--- config.mk ---
export PLATFORM = sky130hd
export DESIGN_NAME = ball_mover
export DESIGN_NICKNAME = d
export VERILOG_FILES = /design/src/rtl/ball_pkg.sv /design/src/rtl/square_window.sv /design/src/rtl/ball_mover.sv
export SDC_FILE = /design/constraint.sdc
export NUM_CORES = 1
export LEC_CHECK = 0
export CORE_UTILIZATION = 59
export DETAILED_ROUTE_END_ITERATION = 10
export GPL_ROUTABILITY_DRIVEN = 0
export GPL_TIMING_DRIVEN = 0
export PLACE_DENSITY = 0.82
export SETUP_SLACK_MARGIN = 0.02
export SLEW_MARGIN = 20
export SYNTH_ARGS = -nofsm -noshare
export SYNTH_HDL_FRONTEND = slang
export SYNTH_SLANG_ARGS = --single-unit
--- constraint.sdc ---
create_clock -name clk -period 6.55 [get_ports clk]
set_input_delay 1.6375 -clock clk [delete_from_list [all_inputs] [get_ports clk]]
set_output_delay 1.6375 -clock clk [all_outputs]
set_load 0.02 [all_outputs]
--- src/rtl/ball_pkg.sv ---
// Shared types and constants for the moving screen objects (ball, rope, player).
package ball_pkg;

  typedef enum logic [1:0] {
    IDLE,
    MOVING,
    POPPING,
    DEAD
  } state_t;

  localparam int FIXED_POINT_SHIFT = 6;
  localparam int SCREEN_WIDTH      = 640;
  localparam int SCREEN_HEIGHT     = 480;

  // Positions carry 6 fractional bits; speeds are in 1/64 pixel per frame.
  typedef logic signed [16:0] position_t;
  typedef logic signed [11:0] speed_t;

endpackage

--- src/rtl/square_window.sv ---
// Combinational rectangle hit test: raw pixel offsets from the top-left corner
// plus an inside flag. Shared by the ball, rope and player objects.
module square_window #(
  parameter int WIDTH  = 26,
  parameter int HEIGHT = 26
) (
  input  logic [10:0] i_pixel_x,
  input  logic [10:0] i_pixel_y,
  input  logic [10:0] i_top_left_x,
  input  logic [10:0] i_top_left_y,
  output logic [10:0] o_offset_x,
  output logic [10:0] o_offset_y,
  output logic        o_inside
);

  logic [11:0] w_right;
  logic [11:0] w_bottom;
  logic        w_in_x;
  logic        w_in_y;

  // One extra bit so a rectangle near column 2047 does not wrap around.
  assign w_right  = {1'b0, i_top_left_x} + 12'(WIDTH);
  assign w_bottom = {1'b0, i_top_left_y} + 12'(HEIGHT);

  assign w_in_x = (i_pixel_x >= i_top_left_x) && ({1'b0, i_pixel_x} < w_right);
  assign w_in_y = (i_pixel_y >= i_top_left_y) && ({1'b0, i_pixel_y} < w_bottom);

  assign o_inside   = w_in_x && w_in_y;
  assign o_offset_x = i_pixel_x - i_top_left_x;
  assign o_offset_y = i_pixel_y - i_top_left_y;

endmodule

--- src/rtl/ball_mover.sv ---
// One ball: per-frame physics (gravity, floor/wall bounce, rope pop) and per-pixel window outputs.
// Build option BALL_POP_BLINK_EN: blink for POP_FRAMES frames before vanishing; otherwise a one-frame pop.
//
// state   | meaning
// IDLE    | waiting for launch, not drawn
// MOVING  | physics active, drawn, rope hits latched
// POPPING | pop animation after a rope hit
// DEAD    | gone until reset
module ball_mover
  import ball_pkg::*;
#(
  parameter int INIT_X         = 100,
  parameter int INIT_Y         = 50,
  parameter int INIT_SPEED_X   = 64,
  parameter int BOUNCE_SPEED_Y = -320,
  parameter int GRAVITY        = 8,
  parameter int MAX_FALL       = 512,
  parameter int OBJECT_WIDTH   = 26,
  parameter int OBJECT_HEIGHT  = 26,
  parameter int FLOOR_Y        = 440,
  parameter int RIGHT_WALL     = SCREEN_WIDTH - 1,
  parameter int POP_FRAMES     = 16
) (
  input  logic        clk,
  input  logic        reset,
  input  logic        startOfFrame,
  input  logic        launch,
  input  logic        hitRope,
  input  logic [10:0] pixelX,
  input  logic [10:0] pixelY,
  output logic [10:0] offsetX,
  output logic [10:0] offsetY,
  output logic        insideRectangle,
  output logic        visible,
  output logic [10:0] topLeftX,
  output logic [10:0] topLeftY,
  output logic        popped
);

  localparam int CNT_W = (POP_FRAMES < 4) ? 2 : $clog2(POP_FRAMES + 1);
`ifdef BALL_POP_BLINK_EN
  localparam int POP_LAST = POP_FRAMES - 1;
`else
  localparam int POP_LAST = 0;
`endif

  state_t           r_state;
  position_t        r_pos_x;
  position_t        r_pos_y;
  speed_t           r_spd_x;
  speed_t           r_spd_y;
  logic [CNT_W-1:0] r_cnt;
  logic             r_hit;
  logic             r_visible;
  logic             r_popped;

  logic [CNT_W-1:0] w_cnt_inc;
  int               w_spd_y_grav;
  int               w_pos_x_new;
  int               w_pos_y_new;
  position_t        w_pos_x_nxt;
  position_t        w_pos_y_nxt;
  speed_t           w_spd_x_nxt;
  speed_t           w_spd_y_nxt;

  // Bounce tests look at the speed sign so a clamped ball always leaves the wall.
  always_comb begin
    w_spd_y_grav = int'(r_spd_y) + GRAVITY;
    if (w_spd_y_grav > MAX_FALL) w_spd_y_grav = MAX_FALL;
    w_pos_x_new = int'(r_pos_x) + int'(r_spd_x);
    w_pos_y_new = int'(r_pos_y) + w_spd_y_grav;
    w_pos_x_nxt = position_t'(w_pos_x_new);
    w_pos_y_nxt = position_t'(w_pos_y_new);
    w_spd_x_nxt = r_spd_x;
    w_spd_y_nxt = speed_t'(w_spd_y_grav);
    if ((int'(r_spd_x) > 0) &&
        ((w_pos_x_new >>> FIXED_POINT_SHIFT) + OBJECT_WIDTH >= RIGHT_WALL)) begin
      w_pos_x_nxt = position_t'((RIGHT_WALL - OBJECT_WIDTH) <<< FIXED_POINT_SHIFT);
      w_spd_x_nxt = -r_spd_x;
    end else if ((int'(r_spd_x) < 0) && (w_pos_x_new <= 0)) begin
      w_pos_x_nxt = '0;
      w_spd_x_nxt = -r_spd_x;
    end
    if ((w_spd_y_grav > 0) &&
        ((w_pos_y_new >>> FIXED_POINT_SHIFT) + OBJECT_HEIGHT >= FLOOR_Y)) begin
      w_pos_y_nxt = position_t'((FLOOR_Y - OBJECT_HEIGHT) <<< FIXED_POINT_SHIFT);
      w_spd_y_nxt = speed_t'(BOUNCE_SPEED_Y);
    end
  end

  assign w_cnt_inc = r_cnt + CNT_W'(1);

  always_ff @(posedge clk) begin
    if (reset) begin
      r_state   <= IDLE;
      r_pos_x   <= position_t'(INIT_X <<< FIXED_POINT_SHIFT);
      r_pos_y   <= position_t'(INIT_Y <<< FIXED_POINT_SHIFT);
      r_spd_x   <= speed_t'(INIT_SPEED_X);
      r_spd_y   <= '0;
      r_cnt     <= '0;
      r_hit     <= 1'b0;
      r_visible <= 1'b0;
      r_popped  <= 1'b0;
    end else begin
      r_popped <= 1'b0;
      case (r_state)
        IDLE: begin
          if (launch) begin
            r_state   <= MOVING;
            r_visible <= 1'b1;
          end
        end
        MOVING: begin
          r_hit <= r_hit | hitRope;
          if (startOfFrame) begin
            r_pos_x <= w_pos_x_nxt;
            r_pos_y <= w_pos_y_nxt;
            r_spd_x <= w_spd_x_nxt;
            r_spd_y <= w_spd_y_nxt;
            r_hit   <= 1'b0;
            if (r_hit || hitRope) begin
              r_state   <= POPPING;
              r_cnt     <= '0;
              r_visible <= 1'b0;
            end
          end
        end
        POPPING: begin
          if (startOfFrame) begin
            if (r_cnt == CNT_W'(POP_LAST)) begin
              r_state   <= DEAD;
              r_popped  <= 1'b1;
              r_visible <= 1'b0;
            end else begin
              r_cnt <= w_cnt_inc;
`ifdef BALL_POP_BLINK_EN
              r_visible <= w_cnt_inc[1];
`endif
            end
          end
        end
        DEAD: r_visible <= 1'b0;
        default: r_state <= IDLE;
      endcase
    end
  end

  assign visible  = r_visible;
  assign popped   = r_popped;
  assign topLeftX = r_pos_x[FIXED_POINT_SHIFT +: 11];
  assign topLeftY = r_pos_y[FIXED_POINT_SHIFT +: 11];

  square_window #(
    .WIDTH (OBJECT_WIDTH),
    .HEIGHT(OBJECT_HEIGHT)
  ) u_window (
    .i_pixel_x   (pixelX),
    .i_pixel_y   (pixelY),
    .i_top_left_x(topLeftX),
    .i_top_left_y(topLeftY),
    .o_offset_x  (offsetX),
    .o_offset_y  (offsetY),
    .o_inside    (insideRectangle)
  );

endmodule

-- Word level (Yosys, flattened, before mapping)
Cells that the tools add are included.
- flip-flop bits (word level): 68
- bits in latches: 0
- memory bits (writable): 0
- ROM bits: 0
- input port bits: 27
- output and inout port bits: 47
- memories: 0
- $add $sub $neg: 11
- $mul: 0
- div/mod/pow operators: 0
- $lt $le $gt $ge: 11
- equality and inequality tests: 9
- shifts and indexed selects: 0
- mux-type cells: 26
- bitwise operators: 3
- reduce and logical (&&, ||, !) cells: 18
- operators by type and width (operator ; number):
    17-bit two-way mux ; 3
    12-bit two-way mux ; 3
    17-bit by 32-bit adder with 32-bit output ; 1
    32-bit by 1-bit greater-than comparator with 1-bit output, second input constant ; 1
    32-bit two-way mux ; 1
    26-bit by 6-bit adder with 27-bit output, second input constant ; 1
    27-bit by 10-bit greater-or-equal comparator with 1-bit output, second input constant ; 1
    11-bit by 5-bit adder with 12-bit output, second input constant ; 2
    11-bit by 12-bit < comparator with 1-bit output ; 2
    11-bit greater-or-equal comparator ; 2
    11-bit subtractor ; 2
    5-bit two-way mux ; 4
    17-bit by 12-bit adder with 18-bit output ; 1
    18-bit by 1-bit less-or-equal comparator with 1-bit output, second input constant ; 1
    12-bit by 5-bit adder with 13-bit output, second input constant ; 1
    12-bit by 6-bit adder with 13-bit output, second input constant ; 1
    13-bit by 11-bit greater-or-equal comparator with 1-bit output, second input constant ; 1
    13-bit by 11-bit greater-than comparator with 1-bit output, second input constant ; 1
    12-bit by 1-bit greater-than comparator with 1-bit output, second input constant ; 1
    12-bit by 1-bit < comparator with 1-bit output, second input constant ; 1
    2-bit inequality test, second input constant ; 6
    12-bit negation ; 1
    2-bit two-way mux ; 5
    5-bit one-hot mux with 2 select lines ; 1
    other kinds (19) ; 34

-- Logic depth before layout (Yosys ltp)
- word-level depth: 8
- mapped depth: 26
- gate-level depth less buffers: 23

-- By module
Synthesis repeated with hierarchy kept, for this count alone.
- cells, all modules: 999
- area total of the unflattened synthesis: 7818.7 sq um
- modules (own cells, without submodules) (module ; instances ; cells each ; area each (sq um)):
    ball_mover ; 1 ; 742 ; 5975.7
    square_window ; 1 ; 257 ; 1843.0

-- Worst setup path before layout
Ideal clock, no wire load.
- kind: input-to-output
- start: in pixelY[1]
- end: out insideRectangle
- arrival: 4053 ps
- path slack: 859 ps
- stages on the path: 12
- path buffers: 0
- cell sequence: ha_1 > nor2b_1 > o21ai_0 > a21boi_0 > o21ai_0 > a21boi_0 > o21ai_0 > a21boi_0 > o21ai_0 > o311ai_0 > a211oi_1 > nor4b_1
- word-level cells in the longest chain between the ends: 3
- elaborated cells on any way between the ends: 4
- ends and longest elaborated chain (element ; RTL line ; text):
    start: declaration ; ball_mover.sv:30 ; input logic [10:0] pixelY,
    11-bit by 12-bit < comparator with 1-bit output / 11-bit greater-or-equal comparator (equally long branches) ; square_window.sv:26 ; assign w_in_y = (i_pixel_y >= i_top_left_y) && ({1'b0, i_pixel_y} < w_bottom);
    1-bit logical AND (*) ; square_window.sv:26 ;
    1-bit logical AND (*) ; square_window.sv:28 ; assign o_inside = w_in_x && w_in_y;
    end: declaration ; ball_mover.sv:33 ; output logic insideRectangle,
Mark *: on every way between the ends. The rest lies on a longest branch, timed or not.

-- Worst setup path in the final report
- start: in pixelY[1]
- end: out offsetY[9]
- word-level cells in the longest chain between the ends: 1
- ends and longest elaborated chain (element ; RTL line ; text):
    11-bit subtractor ; square_window.sv:30 ; assign o_offset_y = i_pixel_y - i_top_left_y;
    end: declaration ; ball_mover.sv:32 ; output logic [10:0] offsetY,
No other way between the ends.

==> summary.txt <==
Run status
  – Result of the run: finished with violations
  – Failing checks: design-rule violations

Critical path
  – CP max stage delay: 0.61 ns
  – Top Family by Delay on Critical Path: compound AO/OA/AOI/OAI gates
  – Worst path slowest cell: sky130_fd_sc_hd__clkdlybuf4s50_1
  – Critical path startpoint category: input port
  – Sequence of cells on the critical path: clkdlybuf4s50_1, ha_1, nor2b_1, o21ai_0, a21boi_0, o21ai_0, a21boi_1, o21ai_0, a21boi_1, o21ai_1, nand2_1, xor2_1, clkdlybuf4s50_1
  – Most used cell along the critical path: sky130_fd_sc_hd__o21ai_0
  – Data arrival time at the worst-slack endpoint: 4.63 ns
  – Data required time of the critical path: 4.91 ns
  – Flop-to-flop setup slack: 0.38 ns
  – Buffers & Inverters on Critical Path: 2
  – Crit Path Category: in2out
  – Type of destination of the critical path: primary output
  – Critical path peak fanout: 2

Synthesis
  – Synth Flop Type: sky130_fd_sc_hd__dfxtp_1
  – Cell taking the most area after synthesis: sky130_fd_sc_hd__dfxtp_1
  – Synth Area per Inst: 7.75 µm²
  – Synth Cell Area: 7170 µm²
  – Post-synth ARST share: 0%
  – Synth warnings: 0
  – Number of cells produced by synthesis: 926
  – Ranking of synthesized cells by instance count: sky130_fd_sc_hd__ha_1 (88), sky130_fd_sc_hd__nor2_1 (83), sky130_fd_sc_hd__nand2_1 (71)
  – Syn nets: 1,045
  – Largest cells by area after synthesis: sky130_fd_sc_hd__dfxtp_1 (18%), sky130_fd_sc_hd__ha_1 (15%), sky130_fd_sc_hd__xnor2_1 (6.0%)
  – Count of unique library cells instantiated by Yosys: 82
  – Total of flip-flops plus latches after synthesis: 66
  – Number of flops mapped to enable cells by yosys: 0
  – Sequential area share after synthesis: 18.4%
  – Top cell type's share of synthesized area: 18.4%
  – Library cell with the highest instance count after synthesis: sky130_fd_sc_hd__ha_1

Global route
  – Maximum number of pins on one net before global-route repair: 12
  – Global-route usage over all layers: 29.0%
  – Number of global-route vias before repair: 6,423
  – Wire length of the first global-routing pass: 30,000 µm
  – Global route total overflow: 0
  – Number of antenna violations at the first check in global routing: 0

Timing
  – Final setup vio count: 0
  – Final WS setup: 0.286 ns
  – Post-route fraction of the period consumed by the critical path: 95.6%
  – Unrepaired setup endpoints after global routing: no
  – Final hold viol count: 0
  – Highest Clock Rate: 160 MHz
  – Total count of max-transition violations in the final report: 0
  – Final worst clock skew: 0.00701 ns
  – Slew of the pin with the lowest slew margin: 0.724 ns
  – Max-Slew Margin vs Limit: 51.7%
  – Tmin final: 6.26 ns
  – Final-layout setup total negative slack: 0 ns

Clocking
  – Worst skew pair latency: 0.34 ns
  – TritonCTS buffer count: 9
  – Clk Tree Root Cell: sky130_fd_sc_hd__clkbuf_16
  – Buffer count from post-CTS setup fixing: 0
  – Clk pin slew, worst setup/hold paths: 0.06 ns
  – Hold Buf Count CTS: 0
  – Htree depth: 3
  – Maximum buffer depth of the clock tree: 2
  – Clock sink count: 66
  – CTS tree: built

Floorplan
  – Die Footprint: 12,600 µm²
  – Initial core utilization: 61.8%
  – Placement Rows: 39
  – Total I/O pin count: 74
  – Placeable Area: 11,600 µm²
  – Die extent in y: 112 µm
  – X dimension of the die: 112 µm

Place
  – Minimum setup slack after placement: -0.0879 ns
  – HPWL after detailed placement: 14,000 µm
  – Quantity of I/O buffers inserted on ports: 72

Finish
  – Growth of design area from synthesis to finish: 17.2%
  – Ratio of cells with drive above 1 in the final layout: 7.21%
  – Nets: 1,127
  – Filler instances: 959
  – # diodes: 0

Run
  – Max-cap viol count: 0

Route
  – Routed Antenna Nets: 0
  – DRC violation count after routing: 11
  – Average wire per cell in the routed design: 15.8 µm
  – Vias per cell: 6.10
  – First drt pass iteration count: 9
  – Total number of vias: 7,052
  – Wl on met1: 8370 µm
  – Routed WL: 18,300 µm
  – Met2 routed WL: 8410 µm
  – Top Layer Used: met4
  – Violation count after the first detailed-routing iteration: 546
  – Met3 routed wirelength: 1100 µm

Power and ir drop
  – VDD IR-drop max: 0.289 mV
  – Power density over the cells: 271 nW/µm²
  – Lkg Pwr: 3.65 nW

Worst hold path
  – Type of the worst min-delay path: reg2reg
[stage by stage]
step	power [W]	hold slack [ns]	util [%]	cells	instance area [µm²]
after global placement	0.00172	0.444	69.5	1141	8070
after floorplan	0.00140	0.432	-	926	7170
after detailed placement	0.00175	0.451	69.5	1141	8070
after CTS	0.00226	0.464	72.1	1157	8380
final	0.00228	0.460	72.4	1156	8400
after global routing	0.00243	0.478	72.4	1156	8400
[cell families after synthesis]
| logic type | Yosys count | share of synthesized area (%) |
|---|---|---|
| XOR/XNOR | 76 | 9.28 |
| flip-flops | 66 | 18.4 |
| AO/OA/AOI/OAI | 250 | 23.7 |
| multiplexers | 14 | 2.08 |
| buffers and inverters | 117 | 7.75 |
| AND/OR/NAND/NOR | 311 | 22.3 |
| adder cells (fa/ha/maj) | 92 | 16.5 |
[metal layers]
metal	global-route usage [%]	vias to the layer above
met4	11.2	0
met1	38.7	3273
met5	0	-
met2	48.2	254
li1	-	3493
met3	3.19	32
[power by group]
group	switching, W	leakage (nW)	internal [W]
clock	0.000187	0.145	0.000315
combinational	0.000755	2.98	0.000526
sequential	0.0000520	0.534	0.000444
total	0.000994	3.65	0.00129
[layout make-up]
class	instances	area, µm²	area share [%]
well taps	143	179	2.13
multi-input cells	743	5330	63.4
repair buffers	72	718	8.55
flip-flops and latches	66	1320	15.7
inverters	59	221	2.64
clock inverters	4	50.0	0.596
plain buffers	57	330	3.93
clock buffers	12	256	3.05
[state kept, by name (all words and copies together) (netlist names)]
| signal | count |
|---|---|
| r_spd_x | 10 |
| r_spd_y | 12 |
| visible | 1 |
| r_hit | 1 |
| popped | 1 |
| r_cnt | 5 |
| r_state | 2 |
| r_pos_y | 17 |
| r_pos_x | 17 |
[placed cells by master (no fill, tap or decap), types with 8 or more instances in the layout]
cell,n
sky130_fd_sc_hd__a211oi_1,11
sky130_fd_sc_hd__a21o_1,8
sky130_fd_sc_hd__a21oi_1,59
sky130_fd_sc_hd__a22o_1,17
sky130_fd_sc_hd__a31oi_1,10
sky130_fd_sc_hd__and2_1,8
sky130_fd_sc_hd__and3_1,8
sky130_fd_sc_hd__buf_4,23
sky130_fd_sc_hd__clkbuf_1,30
sky130_fd_sc_hd__clkbuf_16,9
sky130_fd_sc_hd__clkdlybuf4s50_1,70
sky130_fd_sc_hd__dfxtp_1,66
sky130_fd_sc_hd__ha_1,88
sky130_fd_sc_hd__inv_1,59
sky130_fd_sc_hd__nand2_1,71
sky130_fd_sc_hd__nand2b_1,14
sky130_fd_sc_hd__nand3_1,22
sky130_fd_sc_hd__nand4_1,20
sky130_fd_sc_hd__nor2_1,82
sky130_fd_sc_hd__nor2b_1,22
sky130_fd_sc_hd__nor3_1,17
sky130_fd_sc_hd__o211ai_1,9
sky130_fd_sc_hd__o21a_1,11
sky130_fd_sc_hd__o21ai_0,47
sky130_fd_sc_hd__xnor2_1,47
sky130_fd_sc_hd__xor2_1,27
[worst paths after layout]
kind,endpoint,cells past startpoint,startpoint
worst max-delay path,offsetY[9],13,pixelY[1]
worst min-delay path,r_pos_y[2],2,r_pos_y[2]
worst max register to register,r_pos_y[14],21,r_spd_y[5]
worst min register to register,r_pos_y[2],2,r_pos_y[2]
[worst register-to-register path, delay by kind of cell (launching register included)]
kind	cells	cell delay, ns
AO/OA/AOI/OAI	9	2.58
AND/OR/NAND/NOR	5	1.29
buffers and inverters	3	0.84
adder cells (fa/ha/maj)	3	0.77
flip-flops	1	0.31
XOR/XNOR	1	0.27
[what timing repair did]
item	CTS	global route
endpoints found under the hold margin	0	0
setup endpoints to repair	1	30
gates resized for setup	1	14
(Power assumes the default switching activity.)
